===== src/rtl/alu_cmd_ctrl.sv =====
// Command sequencer: parses length-prefixed packets from the RX byte stream,
// echoes payload or folds 32-bit operands through an external ALU, returns result on TX.
module alu_cmd_ctrl #(
  parameter logic [7:0] OPC_ECHO = 8'hEC,
  parameter logic [7:0] OPC_ADD  = 8'hAD,
  parameter logic [7:0] OPC_MUL  = 8'h88
) (
  input  logic        clk_i,
  input  logic        rst_ni,
  input  logic [7:0]  rx_data_i,
  input  logic        rx_valid_i,
  output logic        rx_ready_o,
  output logic [7:0]  tx_data_o,
  output logic        tx_valid_o,
  input  logic        tx_ready_i,
  output logic [1:0]  alu_op_o,
  output logic [31:0] alu_a_o,
  output logic [31:0] alu_b_o,
  output logic        alu_valid_o,
  input  logic        alu_ready_i,
  input  logic [31:0] alu_result_i,
  input  logic        alu_result_valid_i,
  output logic        busy_o,
  output logic        err_o
);

  typedef enum logic [3:0] {
    S_HDR0, S_HDR1, S_HDR2, S_HDR3, S_ECHO,
    S_OPND, S_ALU_REQ, S_ALU_WAIT, S_TX_RES, S_DRAIN
  } state_e;

  state_e      state_q;
  logic [7:0]  opc_q;
  logic [7:0]  len_lo_q;
  logic [15:0] cnt_q;
  logic [31:0] acc_q;
  logic [31:0] opnd_q;
  logic [1:0]  idx_q;
  logic        first_q;
  logic        pend_q;
  logic        err_q;

  logic        rx_rdy, tx_vld, alu_vld;
  logic [7:0]  tx_dat;
  logic        rx_fire, tx_fire;
  logic [15:0] len_w, pay_len, cnt_dec;
  logic [31:0] opnd_d;
  logic        is_fold;

  assign len_w   = {rx_data_i, len_lo_q};
  assign pay_len = (len_w < 16'd4) ? '0 : len_w - 16'd4;
  assign cnt_dec = cnt_q - 16'd1;
  assign opnd_d  = {rx_data_i, opnd_q[31:8]};
  assign is_fold = (opc_q == OPC_ADD) || (opc_q == OPC_MUL);

  always_comb begin
    rx_rdy  = 1'b0;
    tx_vld  = 1'b0;
    tx_dat  = '0;
    alu_vld = 1'b0;
    case (state_q)
      S_HDR0, S_HDR1, S_HDR2, S_HDR3, S_OPND, S_DRAIN: rx_rdy = 1'b1;
      S_ECHO: begin
        rx_rdy = tx_ready_i;
        tx_vld = rx_valid_i;
        tx_dat = rx_data_i;
      end
      S_ALU_REQ: alu_vld = 1'b1;
      S_TX_RES: begin
        tx_vld = 1'b1;
        tx_dat = acc_q[{idx_q, 3'b000} +: 8];
      end
      default: ;
    endcase
  end

  assign rx_fire = rx_valid_i && rx_rdy;
  assign tx_fire = tx_vld && tx_ready_i;

  // After an operand is folded: more whole operands, a ragged tail to drain, or done.
  function automatic state_e fold_next(input logic [15:0] rem);
    if (rem >= 16'd4) return S_OPND;
    if (rem != '0)    return S_DRAIN;
    return S_TX_RES;
  endfunction

  always_ff @(posedge clk_i) begin
    if (!rst_ni) begin
      state_q  <= S_HDR0;
      opc_q    <= '0;
      len_lo_q <= '0;
      cnt_q    <= '0;
      acc_q    <= '0;
      opnd_q   <= '0;
      idx_q    <= '0;
      first_q  <= 1'b0;
      pend_q   <= 1'b0;
      err_q    <= 1'b0;
    end else begin
      err_q <= 1'b0;
      case (state_q)
        S_HDR0: if (rx_fire) begin
          opc_q   <= rx_data_i;
          state_q <= S_HDR1;
        end
        S_HDR1: if (rx_fire) state_q <= S_HDR2;
        S_HDR2: if (rx_fire) begin
          len_lo_q <= rx_data_i;
          state_q  <= S_HDR3;
        end
        S_HDR3: if (rx_fire) begin
          cnt_q   <= pay_len;
          idx_q   <= '0;
          first_q <= 1'b1;
          acc_q   <= '0;
          pend_q  <= is_fold;
          if (opc_q == OPC_ECHO) begin
            state_q <= (pay_len != '0) ? S_ECHO : S_HDR0;
          end else if (is_fold) begin
            state_q <= fold_next(pay_len);
          end else begin
            err_q   <= 1'b1;
            state_q <= (pay_len != '0) ? S_DRAIN : S_HDR0;
          end
        end
        S_ECHO: if (rx_fire) begin
          cnt_q <= cnt_dec;
          if (cnt_q == 16'd1) state_q <= S_HDR0;
        end
        S_OPND: if (rx_fire) begin
          opnd_q <= opnd_d;
          idx_q  <= idx_q + 2'd1;
          cnt_q  <= cnt_dec;
          if (idx_q == 2'd3) begin
            if (first_q) begin
              acc_q   <= opnd_d;
              first_q <= 1'b0;
              state_q <= fold_next(cnt_dec);
            end else begin
              state_q <= S_ALU_REQ;
            end
          end
        end
        S_ALU_REQ: if (alu_ready_i) state_q <= S_ALU_WAIT;
        S_ALU_WAIT: if (alu_result_valid_i) begin
          acc_q   <= alu_result_i;
          state_q <= fold_next(cnt_q);
        end
        S_TX_RES: if (tx_fire) begin
          idx_q <= idx_q + 2'd1;
          if (idx_q == 2'd3) state_q <= S_HDR0;
        end
        S_DRAIN: if (rx_fire) begin
          cnt_q <= cnt_dec;
          if (cnt_q == 16'd1) state_q <= pend_q ? S_TX_RES : S_HDR0;
        end
        default: state_q <= S_HDR0;
      endcase
    end
  end

  // Outputs are forced low for as long as reset is held, not just after the edge.
  assign rx_ready_o  = rst_ni & rx_rdy;
  assign tx_valid_o  = rst_ni & tx_vld;
  assign tx_data_o   = rst_ni ? tx_dat : '0;
  assign alu_valid_o = rst_ni & alu_vld;
  assign alu_op_o    = (rst_ni && opc_q == OPC_MUL) ? 2'b01 : 2'b00;
  assign alu_a_o     = rst_ni ? acc_q : '0;
  assign alu_b_o     = rst_ni ? opnd_q : '0;
  assign busy_o      = rst_ni && (state_q != S_HDR0);
  assign err_o       = rst_ni & err_q;

endmodule


===== config.mk =====
export PLATFORM = sky130hd
export DESIGN_NAME = alu_cmd_ctrl
export DESIGN_NICKNAME = d
export VERILOG_FILES = /design/src/rtl/alu_cmd_ctrl.sv
export SDC_FILE = /design/constraint.sdc
export NUM_CORES = 1
export LEC_CHECK = 0
export CAP_MARGIN = 20
export CORE_UTILIZATION = 40
export CTS_CLUSTER_SIZE = 25
export DETAILED_ROUTE_END_ITERATION = 16
export MAX_ROUTING_LAYER = met4
export PLACE_DENSITY = 0.75
export SYNTH_ARGS = -nofsm -noshare
export SYNTH_HDL_FRONTEND = slang
export SYNTH_SLANG_ARGS = --single-unit

===== constraint.sdc =====
create_clock -name clk_i -period 2.5 [get_ports clk_i]
set_input_delay 0.75 -clock clk_i [delete_from_list [all_inputs] [get_ports clk_i]]
set_output_delay 0.75 -clock clk_i [all_outputs]
set_load 0.01 [all_outputs]

### After elaboration in Yosys (flattened, before gate mapping)

Cells that the tools add are included.

| operators by class | value |
|---|---|
| add/sub/neg operators | 3 |
| $mul | 0 |
| div/mod/pow operators | 0 |
| order comparisons | 4 |
| equality and inequality tests | 30 |
| shifts and indexed selects | 1 |
| mux-type cells | 95 |
| bitwise operators | 7 |
| reduce and logical (&&, ||, !) cells | 26 |

Operators by type and width:

| operator | count |
|---|---|
| $mux 32 | 7 |
| $mux 4 | 31 |
| $pmux 32 s3 | 1 |
| $ge 16x3->1 const B | 3 |
| $mux 16 | 3 |
| $reduce_bool 16->1 | 3 |
| $mux 1 | 41 |
| $pmux 4 s10 | 1 |
| $pmux 16 s2 | 1 |
| $shiftx 32x6->8 | 1 |
| $ne 2x2->1 const B | 15 |
| $eq 8x8->1 const B | 3 |
| $eq 16x1->1 const B | 1 |
| $eq 4x3->1 const B | 4 |
| $lt 16x3->1 const B | 1 |
| $pmux 8 s2 | 1 |
| $sub 16x1->16 const B | 1 |
| $sub 16x3->16 const B | 1 |
| $reduce_and 14->1 | 1 |
| $eq 4x2->1 const B | 2 |
| $eq 4x4->1 const B | 2 |
| $mux 8 | 1 |
| $reduce_and 2->1 | 4 |
| $reduce_and 4->1 | 2 |
| other kinds (21) | 35 |

| storage, ports and cells | value |
|---|---|
| bits in registers | 105 |
| latch bits | 0 |
| RAM bits | 0 |
| bits in read-only memories | 0 |
| input bits | 46 |
| output and inout port bits | 79 |
| logic and storage cells | 176 |
| memories | 0 |

### Logic depth before layout (Yosys ltp)

| depth | value |
|---|---|
| word-level depth | 21 |
| gate-level depth with buffers | 9 |
| mapped depth without buffers | 9 |

### Worst setup path after synthesis

No wires, ideal clock.

| timing | value |
|---|---|
| path kind | input -> register |
| start point | in rx_data_i[2] |
| end point | reg state_q[2] |
| library setup time | 0.122 ns |
| arrival time | 2.557 ns |
| required time | 2.378 ns |
| path slack | -0.179 ns |
| stages on the path | 8 |
| path buffers | 1 |
| cells stage by stage | buf_6 -> or4_4 -> o31a_1 -> o311ai_2 -> nand4_1 -> o21ai_0 -> a211oi_1 -> o311a_1 |

| on the way | value |
|---|---|
| longest elaborated chain between the ends | 16 |
| elaborated cells on any way between the ends | 26 |
| those cells by class | add/sub (1); order compare (2); mux (22); reduce/logical (1) |

Ends and longest elaborated chain:

| element | RTL line | text |
|---|---|---|
| start, declared | 10 | `input logic [7:0] rx_data_i,` |
| $sub 16x3->16 / $lt 16x3->1 (equally long branches) | 51 | `assign pay_len = (len_w < 16'd4) ? '0 : len_w - 16'd4;` |
| $mux 16 (*) | 51 |  |
| parallel branches: the longest is 11 deep, another holds $ge 16x3->1 | -- |  |
| $mux 4 (*) | 117 | `if (opc_q == OPC_ECHO) begin` |
| $mux 4 (*) | 111 | `S_HDR3: if (rx_fire) begin` |
| $pmux 4 s10 (*) | 101 | `case (state_q)` |
| end signal, assigned | 118 | `state_q <= (pay_len != '0) ? S_ECHO : S_HDR0;` |
| end signal, assigned | 120 | `state_q <= fold_next(pay_len);` |
| end signal, assigned | 123 | `state_q <= (pay_len != '0) ? S_DRAIN : S_HDR0;` |
| end, declared | 32 | `state_e state_q;` |

Mark *: on every way between the ends. The select of a mux whose other input is x is not followed.
A chain may end at the register's enable or synchronous reset.

### Worst setup path after layout

| timing | value |
|---|---|
| start point | reg idx_q[0] |
| end point | out tx_data_o[1] |

| on the way | value |
|---|---|
| longest elaborated chain between the ends | 3 |

Ends and longest elaborated chain:

| element | RTL line | text |
|---|---|---|
| start, declared | 38 | `logic [1:0] idx_q;` |
| start signal, assigned | 132 | `idx_q <= idx_q + 2'd1;` |
| start signal, assigned | 150 | `idx_q <= idx_q + 2'd1;` |
| $shiftx 32x6->8 | 71 | `tx_dat = acc_q[{idx_q, 3'b000} +: 8];` |
| $pmux 8 s2 | 61 | `case (state_q)` |
| $mux 8 | 165 | `assign tx_data_o = rst_ni ? tx_dat : '0;` |
| end, declared | 13 | `output logic [7:0] tx_data_o,` |

Every way passes these cells.

==> results.md <==
* Initial antenna violation count at 0
* CP Cell Sequence: buf_12 > mux4_2 > a22oi_2 > nor2_1 > buf_2
* Critical path buffer and inverter count at 2
* Worst-path clk slew at approximately 80 ps
* Worst R2R Start: cnt_q[0]$_SDFFE_PN0P_
* Leak pwr at about 0.0037 uW
* Routed vias at about 6.8k
* Post-synthesis xor/xnor area fraction at 1.40%
* WP depth at 5
* Ys Warns at 0
* Synthesized area at around 6200 sq um
* Layout area overhead at 42.5%
* Core region area at around 15000 sq um
* Rows at 45
* Hold path start: opnd_q[12]$_SDFFE_PN0P_
* Post-CTS Hold Buffers at 0
* Tcrit/Tclk final at 102%
* FF-to-FF End: state_q[2]$_SDFFE_PN0P_
* Critical-path top delay cell: mux4_2
* FF-to-FF setup slack at approximately 40 ps
* Synth cell types at between 70 and 80
* Status: complete, but fails checks
* Maximum achievable frequency at around 0.39 GHz
* WHS Path Cells at 2
* Setup violations, final at 5
* Final Skew at between 10 and 15 ps
* Routed Wire Length at 22.3 mm
* Detail Route Antenna Nets at 0
* Worst skew pair latency at 360 ps
* Max Cap Viol at 0
* Synthesized flop and latch total at about 110
* Drt first pass iters at 5
* Root Buffer: clkbuf_16
* Post-synth EDFFs at 0
* Largest net degree at the start of global routing at 38
* 1st-iter DRT viols at around 670
* Final setup margin at -56.0 ps
* Dpl hpwl at approximately 16 mm
* Die H at between 100 and 150 microns
* Setup crit start kind: register
* Synthesized netlist cell count at between 700 and 800
* DRC Markers at 0
* Total Power at between 4000 and 5000 uW
* Failing checks: setup timing
* Leading register cell type out of synthesis: dfxtp_1
* Count of pins over their slew limit at 0
* CTS Buf Count at 9
* Complex-gate fraction of the synthesized area at a little under a quarter
* TritonCTS clock tree: built
* Final-layout fill cell count at ~1.3k
* Delay-heaviest family, CP: multiplexers
* Tot GR Track Use at about 29%
* PD cells at ~500 nW/um^2
* # IOs at 125
* Placed cells at approximately 1.1k
* Seq/Total Area, Yosys at 33.7%
* Post-synth ARST share at 0%
* Critical path capture point type: output pin
* R2R cell count at 9
* Vias in the first global route at roughly 6.5k
* Slew HR at between 50% and 60%
* Grt ovf at 0
* H-tree depth at 3
* Portion of netlist area occupied by mux cells at under 10%
* Mean Syn Cell Area at 7.92 sq um
* Unrepaired setup endpoints after global routing: yes
* Main combinational cell family by area after synthesis: simple AND/OR/NAND/NOR gates
* Antenna Cells at 0
* Global-route wire length before repair at 35.4 mm
* Layout Nets at 1032
* Net Count, Synth at 839
* Detailed-route vias per instance at 5.82
* VDD IR max at 0.341 mV
* CP max FO at 6
* CP arrival at 1810 ps
* Die width at approximately 130 microns
* Final cell count without fillers at roughly 1.2k
* Simple-Gate Fraction of Synth Area at approximately 28%
* Total clock sinks at 105
* Crit Path Class: register to output pin
* Die area at between 15000 and 20000 sq um
* Share of layout cells above drive strength 1 at around 23%
* Synth Area in Adders at less than 1%
* PortBufs at roughly 120
* Minimum clock period at about 2600 ps
* Setup TNS at -209 ps
* Worst Tran Pin Value at between 600 and 700 ps
* Crit path largest cell delay at just over 500 ps
* Hold violation count in the final report at 0
* Initial Utilization at between 40 and 50%
* Maximum clock path buffer count at 2
* CP required at approximately 1800 ps
* Worst Hold Class: register to register
* Hold worst-path end: opnd_q[12]$_SDFFE_PN0P_
* Drt wl/cell at about 19 microns
* GP Congestion at 0.916
## metal layers
layer / part of all wire (%) / global-route usage, % / vias up
met4: 2.8 / 10.6 / 0
met3: 7.1 / 5.19 / 59
met5: 0 / - / -
li1: - / - / 3224
met1: 44 / 38.4 / 3247
met2: 46 / 44.0 / 308
## Yosys cell counts, types with 9 or more instances
| library cell | count | share of area (%) |
|---|---|---|
| dfxtp_1 | 105 | 34 |
| nor2_1 | 97 | 5.8 |
| nand2_1 | 83 | 5.0 |
| and2_1 | 67 | 6.7 |
| a21oi_1 | 56 | 4.5 |
| clkbuf_1 | 50 | 3.0 |
| a22oi_1 | 46 | 5.5 |
| a211oi_1 | 37 | 4.4 |
| o21ai_0 | 24 | 1.9 |
| mux2i_1 | 19 | 3.0 |
| nor3_1 | 18 | 1.4 |
| inv_1 | 12 | 0.72 |
| nand3_1 | 12 | 0.96 |
| mux2_2 | 10 | 1.8 |
| buf_2 | 9 | 0.72 |
## flip-flops by register name (all words and copies together), names as in the netlist
name / flops
acc_q: 32
opnd_q: 32
cnt_q: 16
len_lo_q: 8
opc_q: 8
state_q: 4
idx_q: 2
err_q: 1
first_q: 1
pend_q: 1
## worst register-to-register path: stages (launching register included)
cell,delay [ps]
dfxtp_1,340
or4_1,600
nor4_2,210
buf_4,170
xnor2_1,100
nand2_1,80
a2111oi_1,320
buf_4,210
nor3_1,50
o311a_1,280
## metrics by stage
stage	utilization [%]	area, sq um	setup WS [ps]	hold WS [ps]
floorplan	-	6250	-167	437
global placement	55.2	8390	-686	455
detailed placement	55.2	8390	-699	466
CTS	58.2	8840	-85.1	476
global route	58.6	8900	-106	505
finish	58.6	8900	-56.0	472
## cell families after synthesis
logic type,Yosys count
other,1
buffers and inverters,82
AO/OA/AOI/OAI,210
adder cells (fa/ha/maj),4
XOR/XNOR,10
flip-flops,105
multiplexers,37
AND/OR/NAND/NOR,340
## layout make-up
cell class	count	area (sq um)	area share, %
clock buffers	10	229	2.57
multi-input cells	602	3930	44.1
flip-flops and latches	105	2110	23.7
repair buffers	251	2290	25.7
well taps	188	235	2.64
inverters	13	48.8	0.548
clock inverters	6	61.3	0.689
## worst max path at each step
stage | startpoint | end
floorplan | rx_data_i[2] | state_q[2]$_SDFFE_PN0P_
global placement | rx_data_i[2] | state_q[2]$_SDFFE_PN0P_
detailed placement | rx_data_i[1] | state_q[2]$_SDFFE_PN0P_
CTS | idx_q[0]$_SDFFE_PN0P_ | tx_data_o[2]
global route | idx_q[0]$_SDFFE_PN0P_ | tx_data_o[2]
finish | idx_q[0]$_SDFFE_PN0P_ | tx_data_o[1]
## layout by cell type, fill, tap and decap left out, types with 4 or more instances in the layout
cell / instances
a21oi_1: 54
buf_12: 9
nor4_2: 4
ha_1: 4
clkdlybuf4s15_1: 18
mux2i_1: 19
nand4b_1: 4
inv_1: 12
nand2_1: 83
buf_4: 105
nand2b_1: 5
a211oi_1: 35
and2_1: 67
mux4_2: 8
nand4_1: 7
a22oi_2: 7
mux2_2: 10
clkbuf_16: 9
buf_6: 14
o22ai_1: 6
nand3_1: 12
nor4_1: 4
a22oi_1: 39
xor2_1: 6
nor3_1: 14
clkdlybuf4s50_1: 35
a21o_1: 4
nor2_1: 94
or4_1: 4
dlygate4sd2_1: 52
buf_2: 13
nor3_2: 4
a31oi_1: 8
xnor2_1: 4
or3_1: 6
o21ai_0: 22
dfxtp_1: 101
## where the power goes
part	total, uW	switching [uW]	leakage (uW)	internal [uW]
logic	1200	619	0.00269	576
clock network	1430	731	0.000138	703
registers	1830	87.7	0.000851	1750
## repair_timing
item / CTS / global route
hold endpoints to repair: 0 / 0
gates resized for setup: 178 / 22
pin swaps: 18 / 15
gates cloned: 4 / 0
setup buffers: 10 / 2
setup endpoints to repair: 89 / 15
Note: power is estimated with default switching activity, not from simulation.
